**src/rtl/dm11a88_pkg.sv**
```systemverilog
// rtl/dm11a88_pkg.sv - shared types, constants and drive-word builder for the DM11A88 scan controller
// Contents: scan_state_e (controller states), WORD_W, BLANK_WORD, make_word(row, pixels)
package dm11a88_pkg;

  typedef enum logic [2:0] {IDLE, LOAD, SHIFT, LATCH, HOLD, BLANK} scan_state_e;

  localparam int WORD_W = 16;
  localparam logic [WORD_W-1:0] BLANK_WORD = 16'hFF00;

  // Column sinks are active-low (0 = LED on); the row select is one-hot, active-high.
  function automatic logic [WORD_W-1:0] make_word(input logic [2:0] row, input logic [7:0] pixels);
    logic [7:0] sel;
    sel = 8'd1 << row;
    return {~pixels, sel};
  endfunction

endpackage

```
**src/rtl/dm11a88_shifter.sv**
```systemverilog
// rtl/dm11a88_shifter.sv - serial word shifter and latch strobe for the DM11A88 matrix
// Ports:
//   clk_50m, rst_n   system clock, asynchronous active-low reset
//   start            accept word while idle (sampled on the clock edge)
//   word[15:0]       drive word, shifted LSB first
//   done             1-cycle pulse during the last shift cycle (lat follows next cycle)
//   di, clk, lat     registered serial data, shift clock and latch strobe
import dm11a88_pkg::*;

module dm11a88_shifter #(
  parameter int BIT_CYCLES = 4
) (
  input  logic              clk_50m,
  input  logic              rst_n,
  input  logic              start,
  input  logic [WORD_W-1:0] word,
  output logic              done,
  output logic              di,
  output logic              clk,
  output logic              lat
);

  localparam int HALF = BIT_CYCLES / 2;
  localparam int PW   = $clog2(BIT_CYCLES);

  logic              busy;
  logic [WORD_W-1:0] sreg;
  logic [3:0]        bit_idx;
  logic [PW-1:0]     phase;

  always_ff @(posedge clk_50m or negedge rst_n) begin
    if (!rst_n) begin
      busy    <= 1'b0;
      sreg    <= '0;
      bit_idx <= '0;
      phase   <= '0;
      done    <= 1'b0;
      di      <= 1'b0;
      clk     <= 1'b0;
      lat     <= 1'b0;
    end else begin
      done <= 1'b0;
      lat  <= 1'b0;
      if (!busy) begin
        if (start) begin
          busy    <= 1'b1;
          sreg    <= word;
          di      <= word[0];
          clk     <= 1'b0;
          bit_idx <= '0;
          phase   <= '0;
        end
      end else begin
        phase <= phase + 1'b1;
        if (phase == PW'(HALF - 1))
          clk <= 1'b1;
        // Registered early so the controller leaves SHIFT exactly as lat rises.
        if (phase == PW'(BIT_CYCLES - 2) && bit_idx == 4'd15)
          done <= 1'b1;
        if (phase == PW'(BIT_CYCLES - 1)) begin
          phase <= '0;
          clk   <= 1'b0;
          if (bit_idx == 4'd15) begin
            busy <= 1'b0;
            lat  <= 1'b1;
          end else begin
            bit_idx <= bit_idx + 4'd1;
            di      <= sreg[1];
            sreg    <= sreg >> 1;
          end
        end
      end
    end
  end

endmodule

```
**src/rtl/dm11a88_scan_ctrl.sv**
```systemverilog
// rtl/dm11a88_scan_ctrl.sv - double-buffered 8x8 row-scan controller for the DM11A88 LED matrix
// Parameters: BIT_CYCLES (clocks per serial bit), ROW_HOLD (clocks a row stays lit), ROWS (8)
// Ports:
//   clk_50m, rst_n            system clock, asynchronous active-low reset
//   enable                    scan enable; dropping it blanks the display after the current row
//   fb_we, fb_row, fb_data    back-buffer row write
//   fb_swap / swap_ack        swap request / 1-cycle pulse when applied at a row-0 load
//   frame_sync                1-cycle pulse at the start of the row-0 load
//   vcc, gnd                  constant module supply pins
//   di, clk, lat              serial interface to the matrix
//   bright[3:0]               only with DM11A88_DIM_EN: row is blanked early in HOLD
// Optional feature macro: DM11A88_DIM_EN
import dm11a88_pkg::*;

module dm11a88_scan_ctrl #(
  parameter int BIT_CYCLES = 4,
  parameter int ROW_HOLD   = 50000,
  parameter int ROWS       = 8
) (
  input  logic       clk_50m,
  input  logic       rst_n,
  input  logic       enable,
  input  logic       fb_we,
  input  logic [2:0] fb_row,
  input  logic [7:0] fb_data,
  input  logic       fb_swap,
`ifdef DM11A88_DIM_EN
  input  logic [3:0] bright,
`endif
  output logic       swap_ack,
  output logic       frame_sync,
  output logic       vcc,
  output logic       gnd,
  output logic       di,
  output logic       clk,
  output logic       lat
);

  localparam int HW = $clog2(ROW_HOLD + 1);
  localparam logic [HW-1:0] HOLD_LAST = HW'(ROW_HOLD - 1);

  scan_state_e       state;
  logic [2:0]        row;
  logic [HW-1:0]     hold_cnt;
  logic [1:0]        aux_ph;     // blank-word progress: 0 start, 1 shifting, 2 latching, 3 finished
  logic              front_sel;
  logic              pending;
  logic [7:0]        fb [0:1][0:7];
  logic              sh_start;
  logic              sh_done;
  logic [WORD_W-1:0] drive_word;
  logic              dim_fire;
  logic              hold_done;
  logic              load_next;
  logic              load_row0;

  assign vcc = 1'b1;
  assign gnd = 1'b0;

`ifdef DM11A88_DIM_EN
  logic [3:0] bright_q;
  int         dim_at;
  always_comb dim_at = ((int'(bright_q) + 1) * ROW_HOLD) / 16;
  assign dim_fire = (state == HOLD) && (aux_ph == 2'd0) && (bright_q != 4'd15) &&
                    (hold_cnt == HW'(dim_at));
`else
  assign dim_fire = 1'b0;
`endif

  // HOLD cannot end while an early blank word is still on the wire.
  assign hold_done = (state == HOLD) && (hold_cnt == HOLD_LAST) &&
                     (aux_ph != 2'd1) && (aux_ph != 2'd2);
  assign load_next = enable && ((state == IDLE) || hold_done);
  assign load_row0 = (state == IDLE) || (row == 3'(ROWS - 1));

  always_comb begin
    sh_start   = 1'b0;
    drive_word = BLANK_WORD;
    case (state)
      LOAD: begin
        sh_start   = 1'b1;
        drive_word = make_word(row, fb[front_sel][row]);
      end
      BLANK:   sh_start = (aux_ph == 2'd0);
      HOLD:    sh_start = dim_fire;
      default: sh_start = 1'b0;
    endcase
  end

  always_ff @(posedge clk_50m or negedge rst_n) begin
    if (!rst_n) begin
      state      <= IDLE;
      row        <= '0;
      hold_cnt   <= '0;
      aux_ph     <= '0;
      front_sel  <= 1'b0;
      pending    <= 1'b0;
      swap_ack   <= 1'b0;
      frame_sync <= 1'b0;
`ifdef DM11A88_DIM_EN
      bright_q   <= 4'd15;
`endif
      for (int r = 0; r < 8; r++) begin
        fb[0][r] <= '0;
        fb[1][r] <= '0;
      end
    end else begin
      swap_ack   <= 1'b0;
      frame_sync <= 1'b0;
      if (fb_swap)
        pending <= 1'b1;
      if (fb_we)
        fb[~front_sel][fb_row] <= fb_data;
      // Swap on the edge entering a row-0 LOAD so the word captured in LOAD uses the new front.
      if (load_next && load_row0) begin
        frame_sync <= 1'b1;
        if (pending) begin
          front_sel <= ~front_sel;
          swap_ack  <= 1'b1;
          pending   <= 1'b0;
        end
      end
      case (state)
        IDLE: if (enable) state <= LOAD;
        LOAD: begin
          aux_ph <= 2'd0;
`ifdef DM11A88_DIM_EN
          bright_q <= bright;
`endif
          state <= SHIFT;
        end
        SHIFT: if (sh_done) state <= LATCH;
        LATCH: begin
          hold_cnt <= '0;
          state    <= HOLD;
        end
        HOLD: begin
          if (hold_cnt != HOLD_LAST)
            hold_cnt <= hold_cnt + 1'b1;
          if (sh_start)
            aux_ph <= 2'd1;
          else if (aux_ph == 2'd1 && sh_done)
            aux_ph <= 2'd2;
          else if (aux_ph == 2'd2)
            aux_ph <= 2'd3;
          if (hold_done) begin
            aux_ph <= 2'd0;
            if (enable) begin
              row   <= (row == 3'(ROWS - 1)) ? 3'd0 : row + 3'd1;
              state <= LOAD;
            end else begin
              // A restart after blanking begins a fresh frame.
              row   <= 3'd0;
              state <= BLANK;
            end
          end
        end
        BLANK: begin
          if (sh_start)
            aux_ph <= 2'd1;
          else if (aux_ph == 2'd1 && sh_done)
            aux_ph <= 2'd2;
          else if (aux_ph == 2'd2)
            state <= IDLE;
        end
        default: state <= IDLE;
      endcase
    end
  end

  dm11a88_shifter #(.BIT_CYCLES(BIT_CYCLES)) u_shifter (
    .clk_50m (clk_50m),
    .rst_n   (rst_n),
    .start   (sh_start),
    .word    (drive_word),
    .done    (sh_done),
    .di      (di),
    .clk     (clk),
    .lat     (lat)
  );

endmodule

```
**config.mk**
```make
export PLATFORM = sky130hd
export DESIGN_NAME = dm11a88_scan_ctrl
export DESIGN_NICKNAME = d
export VERILOG_FILES = /design/src/rtl/dm11a88_pkg.sv /design/src/rtl/dm11a88_shifter.sv /design/src/rtl/dm11a88_scan_ctrl.sv
export SDC_FILE = /design/constraint.sdc
export NUM_CORES = 1
export LEC_CHECK = 0
export CORE_AREA = 2 2 128 130
export DETAILED_ROUTE_END_ITERATION = 7
export DIE_AREA = 0 0 130 132
export DONT_BUFFER_PORTS = 1
export PLACE_DENSITY = 0.72
export SETUP_SLACK_MARGIN = 0.15
export SLEW_MARGIN = 30
export SYNTH_ARGS = -nofsm -noshare
export SYNTH_HDL_FRONTEND = slang
export SYNTH_SLANG_ARGS = --single-unit
```
**constraint.sdc**
```tcl
create_clock -name clk_50m -period 4.9 [get_ports clk_50m]
set_input_delay 0.245 -clock clk_50m [delete_from_list [all_inputs] [get_ports clk_50m]]
set_output_delay 0.245 -clock clk_50m [all_outputs]
set_load 0.05 [all_outputs]
```
Word-level counts from Yosys, hierarchy flattened
Index checks and enable logic that the tools add are counted.

word-level totals
  register bits after elaboration = 183
  bits of input ports = 16
  output and inout port bits = 7
  word-level logic and storage cells = 166

cells by class
  add/sub/neg operators = 4
  order comparisons = 6
  eq/ne operators = 28
  shift-type cells = 1
  mux-type cells = 66
  bitwise gates (word level) = 6
  reductions and logical operators = 23

operators with widths
  cell                     number
  $mux W64                 4
  $bwmux W128              1
  $mux W16                 6
  $demux W64 S1            1
  $pmux W16 S2             1
  $mux W3                  9
  $bmux W8 S3              1
  $demux W8 S3             1
  $mux W8                  3
  $mux W1                  23
  $mux W2                  9
  $pmux W3 S6              1
  $add A16 B1 Y16 const B  1
  $eq A16 B16 Y1 const B   1
  $mux W4                  4
  $ne A16 B16 Y1 const B   1
  $ne A2 B2 Y1 const B     8
  $eq A3 B3 Y1 const B     3
  $logic_and A1 B1 Y1      9
  $ge A4 B4 Y1 const B     2
  $not A3 Y4               2
  $not A8 Y8               1
  $reduce_and A2 Y1        4
  $shl A1 B3 Y8 const A    1
  other kinds (25)         37

Depth between registers and ports, before layout
Gate-level depths: netlist of run 1.

  word-level depth = 11
  gate-level depth with buffers = 7
  gate-level depth less buffers = 6

By module
From an unflattened synthesis of run 1, not the netlist that was laid out.

unflattened totals
  cells, all modules = 643
  area total of the unflattened synthesis = 8,803.4 um2

by module, submodules not included
  module             times used  cells each  area an instance (um2)  sequential area each (um2)
  dm11a88_scan_ctrl  1           543         7,502.2                 3,903.7
  dm11a88_shifter    1           100         1,301.2                 650.6

Worst setup path before layout of run 1
No wires, ideal clock.

  path kind = reg2reg
  from = register hold_cnt[5]
  to = register aux_ph[0]
  library setup time = 0.132 ns
  arrival time = 1.894 ns
  required time = 4.768 ns
  slack = 2.873 ns
  stages on the path, launching flop included = 6
  path buffers = 0
  clock period less this slack = 2.027 ns
  cell sequence = dfrtp_1 > or4_4 > nor4_4 > nand2_1 > a311oi_1 > mux2i_1

on the way
  word-level cells in the longest chain between the ends = 6

ends and longest elaborated chain
  what                                                        RTL line                  RTL
  from (decl)                                                 dm11a88_scan_ctrl.sv:44   logic [HW-1:0] hold_cnt;
  from (signal assigned)                                      dm11a88_scan_ctrl.sv:139  hold_cnt <= hold_cnt + 1'b1;
  $eq A16 B16 Y1 (*)                                          dm11a88_scan_ctrl.sv:71   assign hold_done = (state == HOLD) && (hold_cnt == HOLD_LAST) &&
  $logic_and A1 B1 Y1 (*) (2 in series)                       dm11a88_scan_ctrl.sv:71
  $logic_and A1 B1 Y1 (*)                                     dm11a88_scan_ctrl.sv:72   (aux_ph != 2'd1) && (aux_ph != 2'd2);
  $ne A5 B3 Y1 (no line) or $mux W2 (tied branches)           n/a
  $reduce_and A3 Y1 (no line) or $pmux W2 S3 (tied branches)  n/a
  to (signal assigned)                                        dm11a88_scan_ctrl.sv:95   aux_ph <= '0;
  to (signal assigned)                                        dm11a88_scan_ctrl.sv:126  aux_ph <= 2'd0;
  to (signal assigned)                                        dm11a88_scan_ctrl.sv:141  aux_ph <= 2'd1;
  to (decl)                                                   dm11a88_scan_ctrl.sv:45   logic [1:0] aux_ph;

Every way passes the cells marked *; elsewhere a longest branch is shown, timed or not.
A chain may end at the register's enable or synchronous reset.

Final worst setup path of run 1
  from = register front_sel
  to = register u_shifter.sreg[10]

on the way
  word-level cells in the longest chain between the ends = 11

ends and longest elaborated chain
  what                                          RTL line                  RTL
  from (decl)                                   dm11a88_scan_ctrl.sv:46   logic front_sel;
  from (signal assigned)                        dm11a88_scan_ctrl.sv:118  front_sel <= ~front_sel;
  $not A1 Y2 (not written as such)              dm11a88_scan_ctrl.sv:82   drive_word = make_word(row, fb[front_sel][row]);
  $mux W64 (not written as such) (3 in series)  dm11a88_scan_ctrl.sv:82
  $bmux W8 S3                                   dm11a88_scan_ctrl.sv:82
  $mux W8 (not written as such) (2 in series)   dm11a88_scan_ctrl.sv:82
  $not A8 Y8                                    dm11a88_pkg.sv:14         return {~pixels, sel};
  $mux W16                                      dm11a88_scan_ctrl.sv:79   case (state)
  $mux W16                                      dm11a88_shifter.sv:45     if (start) begin
  $mux W16                                      dm11a88_shifter.sv:44     if (!busy) begin
  to (signal assigned)                          dm11a88_shifter.sv:47     sreg <= word;
  to (signal assigned)                          dm11a88_shifter.sv:69     sreg <= sreg >> 1;
  to (decl)                                     dm11a88_shifter.sv:27     logic [WORD_W-1:0] sreg;

No other way between the ends. The select of a mux whose other input is x is not followed.

==> summary.md, run 1 <==
| Metric | Value |
|---|---|
| TritonCTS Buffers | 17 |
| Worst clock skew | 0.007321 ns |
| Worst hold path cell count | 2 |
| CTS tree | built |
| Status | finished, final reports clean |
| # diodes | 0 |
| Syn_area_per_cell | 13.02 um2 |
| Post-Place Worst Slack | 2.303 ns |
| Max cap viols | 0 |
| Pin count of the biggest net entering global routing | 183 |
| Gr ovfl total | 0 |
| First-pass GRT wire length | 28970 um |
| Placer Congestion | 0.7999 |
| Core ar. | 0.01571 mm2 |
| WHS | 0.03085 ns |
| DP HPWL | 11370 um |
| Non-filler cells in the finished layout | 882 |
| Setup TNS | 0 ns |
| Vias in the first global route | 5467 |
| Post-synthesis register bit count | 182 |
| Initial core utilization | 54.45% |
| I/O pin count | 23 |
| Clk root buf | clkbuf_16 |
| CTS Hold Bufs | 12 |
| Syn. warnings | 0 |
| Area delta synth->final | 9.842% |
| Most frequent cells in the layout | dfrtp_1 (180), mux2_2 (129), nand2_1 (49) |
| Normalized max-slew margin | 26.61% |
| Rows | 46 |
| Drt total wl | 17780 um |
| Syn Std Cell Area | 0.008556 mm2 |
| PwrDens | 388.1 mW/mm2 |
| Synth Instances | 657 |
| FILL cells | 1251 |
| Post CTS Setup Buffer Count | 0 |
| Detail Route Antenna Nets | 0 |
| Worst min path class | input port to register |
| Ys flop type | dfrtp_1 |
| Port bufs | 0 |
| Critical R2R Launch | front_sel |
| R2R cell count | 5 |
| Avg WL per Cell | 20.16 um |
| Total GRT Usage | 22.02% |
| Final core utilization | 59.81% |
| Final Max Slew Viols | 0 |
| Die X | 130 um |
| Post-synth ARST share | 100.0% |
| Longest Clk Path Bufs | 2 |
| Peak VDD IR | 0.0002572 V |
| Fin crit period | 2.550 ns |
| Critical Path RT | 5.23 ns |
| Worst-path fanout max | 28 |
| Worst-Margin Slew | 1.097 ns |
| Vias per cell | 5.929 |
| Max Clk Rate | 0.3921 GHz |
| Post-synth EDFFs | 0 |
| H-Tree Depth | 4 |
| Reg2reg end | u_shifter.sreg[10] |
| Commonest non-fill, non-tap cell in the layout | dfrtp_1 |
| Final WS setup | 2.350 ns |
| Final setup violation count | 0 |
| Crit path launch | front_sel |
| Proportion of layout cells with a drive suffix above 1 | 31.23% |
| Total Power | 3.647 mW |
| Post_cts resized | 0 |
| Die H | 132 um |
| P_leak | 4.009 nW |
| Crit path to | u_shifter.sreg[10] |
| Dpl cells | 838 |
| Final instance area | 0.009398 mm2 |
| DRT Pass-1 Iters | 5 |
| Post-synth cell types | 47 |
| Data arrival, critical path | 2.88 ns |
| Setup crit end kind | register |
| Die area | 0.01716 mm2 |
| Crit Path Class | register to register |
| Clock latency on the worst-skew pair | 0.43 ns |
| Final period util | 52.05% |
| R2r setup slk | 2.35 ns |
| Area after DPL | 0.008688 mm2 |
| Sequential area share after synthesis | 53.23% |
| Sink Count | 182 |
| DR vias | 5229 |
| Post-Syn Nets | 684 |
| Fin nets | 680 |
| DR DRC count | 0 |
| RSZ-0062 raised after global routing | no |
| 1st-iter DRT viols | 392 |
| Initial antenna violation count | 0 |
| Clock slew at reported path FFs | 0.07 ns |
| CP Launch Type | register |
| Final Hold Fails | 0 |
[kinds of logic (layout without fill, tap and decap cells)]
group,Yosys count,after routing,synth area share (%)
other,2,2,0.08778
AND/OR/NAND/NOR,168,168,9.944
buffers and inverters,50,59,2.457
XOR/XNOR,17,17,1.740
AO/OA/AOI/OAI,62,62,5.060
multiplexers,165,165,25.87
flip-flops,182,182,53.23
adder cells (fa/ha/maj),11,11,1.609
[synth_stat cells (all sizes together), types with 2 or more instances]
cell	instances	area [um2]
or3	2	12.51
nand2b	14	87.58
nor3b	2	15.01
buf	10	60.05
or4bb	2	22.52
nand4	2	12.51
nand3	17	90.09
nand2	49	183.9
a22oi	16	120.1
mux2	129	1453
dfrtp	182	4554
nand3b	6	45.04
o221ai	6	52.55
o31ai	8	60.06
o21ai	11	55.05
nor2b	3	18.77
ha	11	137.6
a211oi	2	27.53
xor2	6	52.55
conb	2	7.510
mux4	32	720.7
clkbuf	27	101.4
xnor2	11	96.34
mux2i	4	40.04
inv	12	45.04
o21a	2	15.01
nor2	47	176.4
a21oi	12	60.06
nor3	4	20.02
nor4	9	86.33
and3	7	43.79
[registers in the layout, indices dropped and copies added, names as in the netlist, 2 cells and up]
signal	cells
aux_ph	2
fb	128
state	3
row	3
u_shifter.bit_idx	4
u_shifter.sreg	16
u_shifter.phase	2
hold_cnt	16
[worst min-delay path by stage]
stage,start,end,slack (ns)
2_1_floorplan,rst_n,aux_ph[0],-0.05
3_3_place_gp,rst_n,hold_cnt[11],-0.05
3_5_place_dp,rst_n,hold_cnt[12],-0.04
4_1_cts,enable,row[0],0.02
5_1_grt,enable,row[0],0.03
6_report,enable,row[0],0.03
[cell type report]
class / instances / area [um2] / area share, %
Clock buffer: 20 / 456.7 / 4.860
Clock inverter: 12 / 112.6 / 1.198
Inverter: 13 / 48.80 / 0.5192
Multi-Input combinational cell: 425 / 3800 / 40.43
Sequential cell: 182 / 4557 / 48.49
Tap cell: 216 / 270.3 / 2.876
Timing Repair Buffer: 14 / 152.6 / 1.624
[routing by layer]
metal,part of all wire (%),GRT usage (%)
met1,44,29.46
met2,50,36.07
met3,4.3,5.763
met4,1.1,5.436
met5,0,0
[critical path: stages, from the launching register on]
cell     delay [ns]
dfrtp_2        0.95
buf_4          0.39
mux4_2         0.52
a22oi_1        0.23
a21oi_1        0.10
o31ai_1        0.26
[power breakdown]
| part | internal (mW) | total (mW) | switching (mW) |
|---|---|---|---|
| sequential | 1.75 | 1.88 | 0.132 |
| clock | 0.697 | 1.31 | 0.616 |
| combinational | 0.302 | 0.455 | 0.153 |
No activity file was read; power rests on OpenSTA's default activity.
==> run 2, diff against run 1 <==
==> constraint.sdc (replaced) <==
create_clock -name clk_50m -period 2.6 [get_ports clk_50m]
set_input_delay 0.13 -clock clk_50m [delete_from_list [all_inputs] [get_ports clk_50m]]
set_output_delay 0.13 -clock clk_50m [all_outputs]
set_load 0.05 [all_outputs]
==> run 2 against run 1 <==
The flow now finishes with violations (hold timing). Die area did not move. Clock-buffer cell count decreased by 1. Sequential power grew 89%. Via count grew 1.7%. Routed wire length up 3.0%. Core utilization grew 0.71 points. Clock skew is 0.0014 ns higher. Sequential share of layout area down 0.58 points. Worst hold slack lost 0.65 ns. Combinational power is 86% higher. Critical path depth did not move. Cell area up 1.2%.
==> summary.md, run 2 (same netlist as run 1, synthesis figures left out) <==
| Metric | Value |
|---|---|
| Most frequent cells in the layout | dfrtp_1 (181), mux2_2 (129), nand2_1 (49) |
| DRT Pass-1 Iters | 5 |
| Pin count of the biggest net entering global routing | 183 |
| Max FFs per register | 128 |
| Total GRT Usage | 23.43% |
| Crit path launch | hold_cnt[5] |
| Rows | 46 |
| Initial antenna violation count | 0 |
| Commonest non-fill, non-tap cell in the layout | dfrtp_1 |
| Clock slew at reported path FFs | 0.07 ns |
| Worst-path cell chain | or4_4, nor4_4, nand3_2, a211oi_4, xor2_1 |
| Critical Path Stages | 5 |
| Die H | 132 um |
| Worst min path class | input port to async pin |
| H-Tree Depth | 4 |
| Worst-Margin Slew | 0.7054 ns |
| Critical R2R Launch | hold_cnt[5] |
| Final Max Slew Viols | 0 |
| Avg WL per Cell | 20.44 um |
| Failing checks | hold timing |
| Peak VDD IR | 0.0005126 V |
| Final period util | 88.19% |
| First-pass GRT wire length | 30510 um |
| Status | finished, violations left |
| Worst clock skew | 0.008737 ns |
| Placer Congestion | 0.8778 |
| Slowest stage cell, crit path | or4_4 |
| Final Hold Fails | 182 |
| Gr ovfl total | 0 |
| Port bufs | 0 |
| DR DRC count | 0 |
| Vias in the first global route | 5707 |
| Normalized max-slew margin | 52.82% |
| CTS tree | built |
| Proportion of layout cells with a drive suffix above 1 | 32.35% |
| Fin nets | 694 |
| Critical Path RT | 2.96 ns |
| WHS | -0.6195 ns |
| RSZ-0062 raised after global routing | no |
| Worst-path fanout max | 5 |
| Initial core utilization | 54.45% |
| R2R cell count | 5 |
| Area after DPL | 0.008830 mm2 |
| Detail Route Antenna Nets | 0 |
| DR vias | 5317 |
| Setup crit end kind | register |
| Vias per cell | 5.934 |
| Crit Path Class | register to register |
| Final core utilization | 60.52% |
| Die area | 0.01716 mm2 |
| Final instance area | 0.009509 mm2 |
| Reg2reg end | front_sel |
| TritonCTS Buffers | 17 |
| Longest Clk Path Bufs | 2 |
| Sink Count | 182 |
| Clk root buf | clkbuf_16 |
| Fin crit period | 2.293 ns |
| Die X | 130 um |
| CTS Hold Bufs | 10 |
| Crit path to | front_sel |
| Data arrival, critical path | 2.66 ns |
| Max cap viols | 0 |
| Clock latency on the worst-skew pair | 0.45 ns |
| Core ar. | 0.01571 mm2 |
| Area delta synth->final | 11.14% |
| R2r setup slk | 0.31 ns |
| CP Launch Type | register |
| Final setup violation count | 0 |
| Largest delay share family, worst path | simple AND/OR/NAND/NOR gates |
| I/O pin count | 23 |
| Post CTS Setup Buffer Count | 0 |
| Crit path largest cell delay | 0.59 ns |
| Largest registers | fb (128), hold_cnt (16), u_shifter.sreg (16) |
| # diodes | 0 |
| P_leak | 4.087 nW |
| DP HPWL | 11950 um |
| Most flop-heavy register | fb |
| PwrDens | 729.5 mW/mm2 |
| 1st-iter DRT viols | 442 |
| Drt total wl | 18320 um |
| Setup TNS | 0 ns |
| Max Clk Rate | 0.4361 GHz |
| CP Buf/Inv Count | 0 |
## run 2: worst min path at each step
| stage | start | to | slack, ns | cells past startpoint |
|---|---|---|---|---|
| after floorplan | rst_n | aux_ph[0] | -0.17 | 0 |
| after global placement | rst_n | hold_cnt[11] | -0.16 | 0 |
| after detailed placement | rst_n | hold_cnt[13] | -0.16 | 0 |
| after CTS | rst_n | hold_cnt[12] | -0.63 | 0 |
| after global routing | rst_n | fb[62] | -0.65 | 0 |
| final | rst_n | hold_cnt[12] | -0.62 | 0 |
## run 2: where the power goes
group          leakage, nW  internal (mW)  switching [mW]  total (mW)
clock                0.275           1.37            1.17        2.54
combinational         1.55          0.571           0.276       0.847
sequential            2.26           3.29           0.252        3.55
## run 2: through the flow
step	worst slack, ns	power, mW	std cells
after detailed placement	0.3476	4.400	854
after floorplan	0.5733	4.190	657
after CTS	0.3153	6.982	896
final	0.3069	6.937	896
after global placement	0.4002	4.323	854
after global routing	0.2016	7.258	896
## run 2: timing repair
item | in CTS | in global routing
hold endpoints to repair | 317 | 182
setup endpoints to repair | 0 | 0
resized for setup | 0 | 0
## run 2: final cells by class
type	count	area, um2
repair buffers	28	260.3
inverters	13	48.80
fillers	1211	6203
clock buffers	19	442.9
flip-flops and latches	182	4556
clock inverters	13	136.4
well taps	216	270.3
multi-input cells	425	3795
## run 2: per-layer routing
metal	share of wire [%]	global-route usage, %	routed length, um
met4	2.9	8.841	524
met5	0	0	0
met1	44	31.68	8046
met2	49	36.85	8960
met3	4.3	5.722	786
==> run 3, diff against run 2 <==
--- a/config.mk
+++ b/config.mk
@@ -5,11 +5,12 @@
 export SDC_FILE = /design/constraint.sdc
 export NUM_CORES = 1
 export LEC_CHECK = 0
-export CORE_AREA = 2 2 128 130
+export ABC_AREA = 1
+export CORE_AREA = 2 2 133 135
 export DETAILED_ROUTE_END_ITERATION = 7
-export DIE_AREA = 0 0 130 132
+export DIE_AREA = 0 0 135 137
 export DONT_BUFFER_PORTS = 1
-export PLACE_DENSITY = 0.72
+export PLACE_DENSITY = 0.71
 export SETUP_SLACK_MARGIN = 0.15
 export SLEW_MARGIN = 30
 export SYNTH_ARGS = -nofsm -noshare
==> run 3 against run 2 <==
The run still ends with hold timing left. Flip-flop and latch count unchanged. Cell count increased by 58%. Core utilization decreased by 2.6 points. Worst hold slack got worse by 0.0014 ns. Clock power about the same. Clock skew increased by 0.00084 ns. Cell area increased by 3.9%. Clock-buffer cell count unchanged. Via count increased by 42%. Maximum frequency increased by 8.7%. Combinational power decreased by 59%. Register-to-register slack improved by 0.18 ns.
==> summary.md, run 3 <==
| Metric | Value |
|---|---|
| Status | finished, violations left |
| Failing checks | hold timing |
| Largest cells by area after synthesis | dfrtp_1 (50%), nand2_1 (16%), o21ai_0 (8.1%) |
| I/O pin count | 23 |
| Post-synth EDFFs | 0 |
| Worst-Margin Slew | 0.7592 ns |
| DR vias | 7565 |
| Worst min path class | input port to async pin |
| Vias in the first global route | 7001 |
| Placer Congestion | 0.8962 |
| Area delta synth->final | 7.883% |
| Fin crit period | 2.110 ns |
| Normalized max-slew margin | 49.01% |
| Synth Instances | 1192 |
| Fin nets | 1200 |
| Max FFs per register | 128 |
| Post-synth ARST share | 100.0% |
| Max cap viols | 0 |
| Area after DPL | 0.009215 mm2 |
| Avg WL per Cell | 15.88 um |
| Clock power frac | 42.0% |
| Proportion of layout cells with a drive suffix above 1 | 6.071% |
| Sink Count | 182 |
| P_leak | 4.733 nW |
| PwrDens | 605.0 mW/mm2 |
| CTS tree | built |
| Reg power frac | 52.1% |
| Final Hold Fails | 182 |
| Die area | 0.01850 mm2 |
| Post-Syn Nets | 1219 |
| Worst clock skew | 0.009573 ns |
| Die X | 135 um |
| Total GRT Usage | 25.55% |
| Largest registers | fb (128), hold_cnt (16), u_shifter.sreg (16) |
| Most flop-heavy register | fb |
| RSZ-0062 raised after global routing | no |
| Final setup violation count | 0 |
| Max Clk Rate | 0.4740 GHz |
| Crit Path Class | register to register |
| P_sw | 1.478 mW |
| Clock slew at reported path FFs | 0.07 ns |
| Drt total wl | 22430 um |
| Core ar. | 0.01706 mm2 |
| R2R cell count | 7 |
| Critical Path RT | 2.89 ns |
| Clk root buf | clkbuf_16 |
| Reg2reg end | u_shifter.sreg[4] |
| WHS | -0.6208 ns |
| Syn_area_per_cell | 7.684 um2 |
| Dpl cells | 1369 |
| Worst-path fanout max | 15 |
| Detail Route Antenna Nets | 0 |
| Critical Path Stages | 7 |
| Count leader, synth | nand2_1 |
| Peak VDD IR | 0.0004914 V |
| Critical R2R Launch | u_shifter.busy |
| Internal power | 4.500 mW |
| Initial antenna violation count | 1 |
| CTS Hold Bufs | 10 |
| DR DRC count | 0 |
| Slowest stage cell, crit path | dfrtp_1 |
| Post-synth top cells | nand2_1 (398), dfrtp_1 (182), o21ai_0 (148) |
| 1st-iter DRT viols | 696 |
| CP Launch Type | register |
| Crit path top cell by count | inv_1 |
| Most frequent cells in the layout | nand2_1 (398), dfrtp_1 (181), o21ai_0 (148) |
| Cell taking the most area after synthesis | dfrtp_1 |
| Port bufs | 0 |
| Die H | 137 um |
| Sequential area share after synthesis | 49.73% |
| Final instance area | 0.009881 mm2 |
| Pin count of the biggest net entering global routing | 183 |
| Data arrival, critical path | 2.40 ns |
| Rows | 48 |
| Post_cts resized | 0 |
| Crit path largest cell delay | 0.55 ns |
| Syn Std Cell Area | 0.009159 mm2 |
| Post-synthesis register bit count | 182 |
| Setup crit end kind | register |
| DRT Pass-1 Iters | 7 |
| R2r setup slk | 0.49 ns |
| Non-filler cells in the finished layout | 1412 |
| Total Power | 5.978 mW |
| Ys flop type | dfrtp_1 |
| Syn. warnings | 0 |
| Final period util | 81.14% |
| Final Max Slew Viols | 0 |
| Initial core utilization | 53.70% |
| CP Buf/Inv Count | 2 |
| Combinational fraction of design power | 5.9% |
| Post CTS Setup Buffer Count | 0 |
| TritonCTS Buffers | 17 |
| Vias per cell | 5.358 |
| Post-synth top area share | 49.73% |
| Longest Clk Path Bufs | 2 |
| Largest delay share family, worst path | simple AND/OR/NAND/NOR gates |
| Commonest non-fill, non-tap cell in the layout | nand2_1 |
| Gr ovfl total | 0 |
| Setup TNS | 0 ns |
| Worst-path cell chain | inv_1, nor3_1, nor2_1, nand2_2, inv_1, nand3_1, o221ai_1 |
| First-pass GRT wire length | 36620 um |
| Clock latency on the worst-skew pair | 0.45 ns |
| DP HPWL | 14290 um |
| Post-synth cell types | 37 |
| Sw Share | 24.73% |
| H-Tree Depth | 4 |
## run 3: layer usage
metal | routed length, um | vias up | global-route usage [%]
li1 | - | 3754 | -
met1 | 10770 | 3579 | 37.54
met2 | 10000 | 201 | 38.35
met3 | 1215 | 31 | 4.370
met4 | 434 | 0 | 8.912
met5 | 0 | - | 0
## run 3: final cells by class
type / count / area (um2)
fill: 1568 / 7176
sequential: 182 / 4556
multi-input combinational: 812 / 3756
inverter: 135 / 509.2
clock buffer: 19 / 442.9
tap: 225 / 281.5
timing repair buffer: 25 / 212.7
clock inverter: 13 / 120.1
antenna: 1 / 2.502
## run 3: logic make-up (layout without fill, tap and decap cells)
group	after synthesis	count (layout)	share of synthesized area [%]
XOR/XNOR	4	4	0.3825
AO/OA/AOI/OAI	184	184	10.53
other	2	3	0.08200
flip-flops	182	182	49.73
AND/OR/NAND/NOR	611	611	28.51
adder cells (fa/ha/maj)	11	11	1.503
buffers and inverters	198	192	9.262
## run 3: worst max path at each step
stage	to	slack (ns)	start
floorplan	hold_cnt[3]	1.01	hold_cnt[0]
CTS	u_shifter.bit_idx[0]	0.52	u_shifter.busy
global placement	u_shifter.sreg[4]	0.52	u_shifter.busy
global route	u_shifter.sreg[9]	0.26	u_shifter.busy
finish	u_shifter.sreg[4]	0.49	u_shifter.busy
detailed placement	u_shifter.bit_idx[0]	0.52	u_shifter.busy
## run 3: per-stage QoR
stage | util (%) | worst slack [ns]
after detailed placement | 54.03 | 0.5237
after global placement | 54.03 | 0.5175
after CTS | 57.92 | 0.5171
final | 57.93 | 0.4903
after floorplan | - | 1.009
after global routing | 57.92 | 0.2603
## run 3: power groups by stage
stage	Combinational (mW)	Sequential (mW)	Clock, mW
floorplan	0.253	3.14	0
global placement	0.308	3.16	0
detailed placement	0.323	3.16	0
CTS	0.350	3.11	2.55
global route	0.408	3.13	2.67
finish	0.351	3.11	2.51
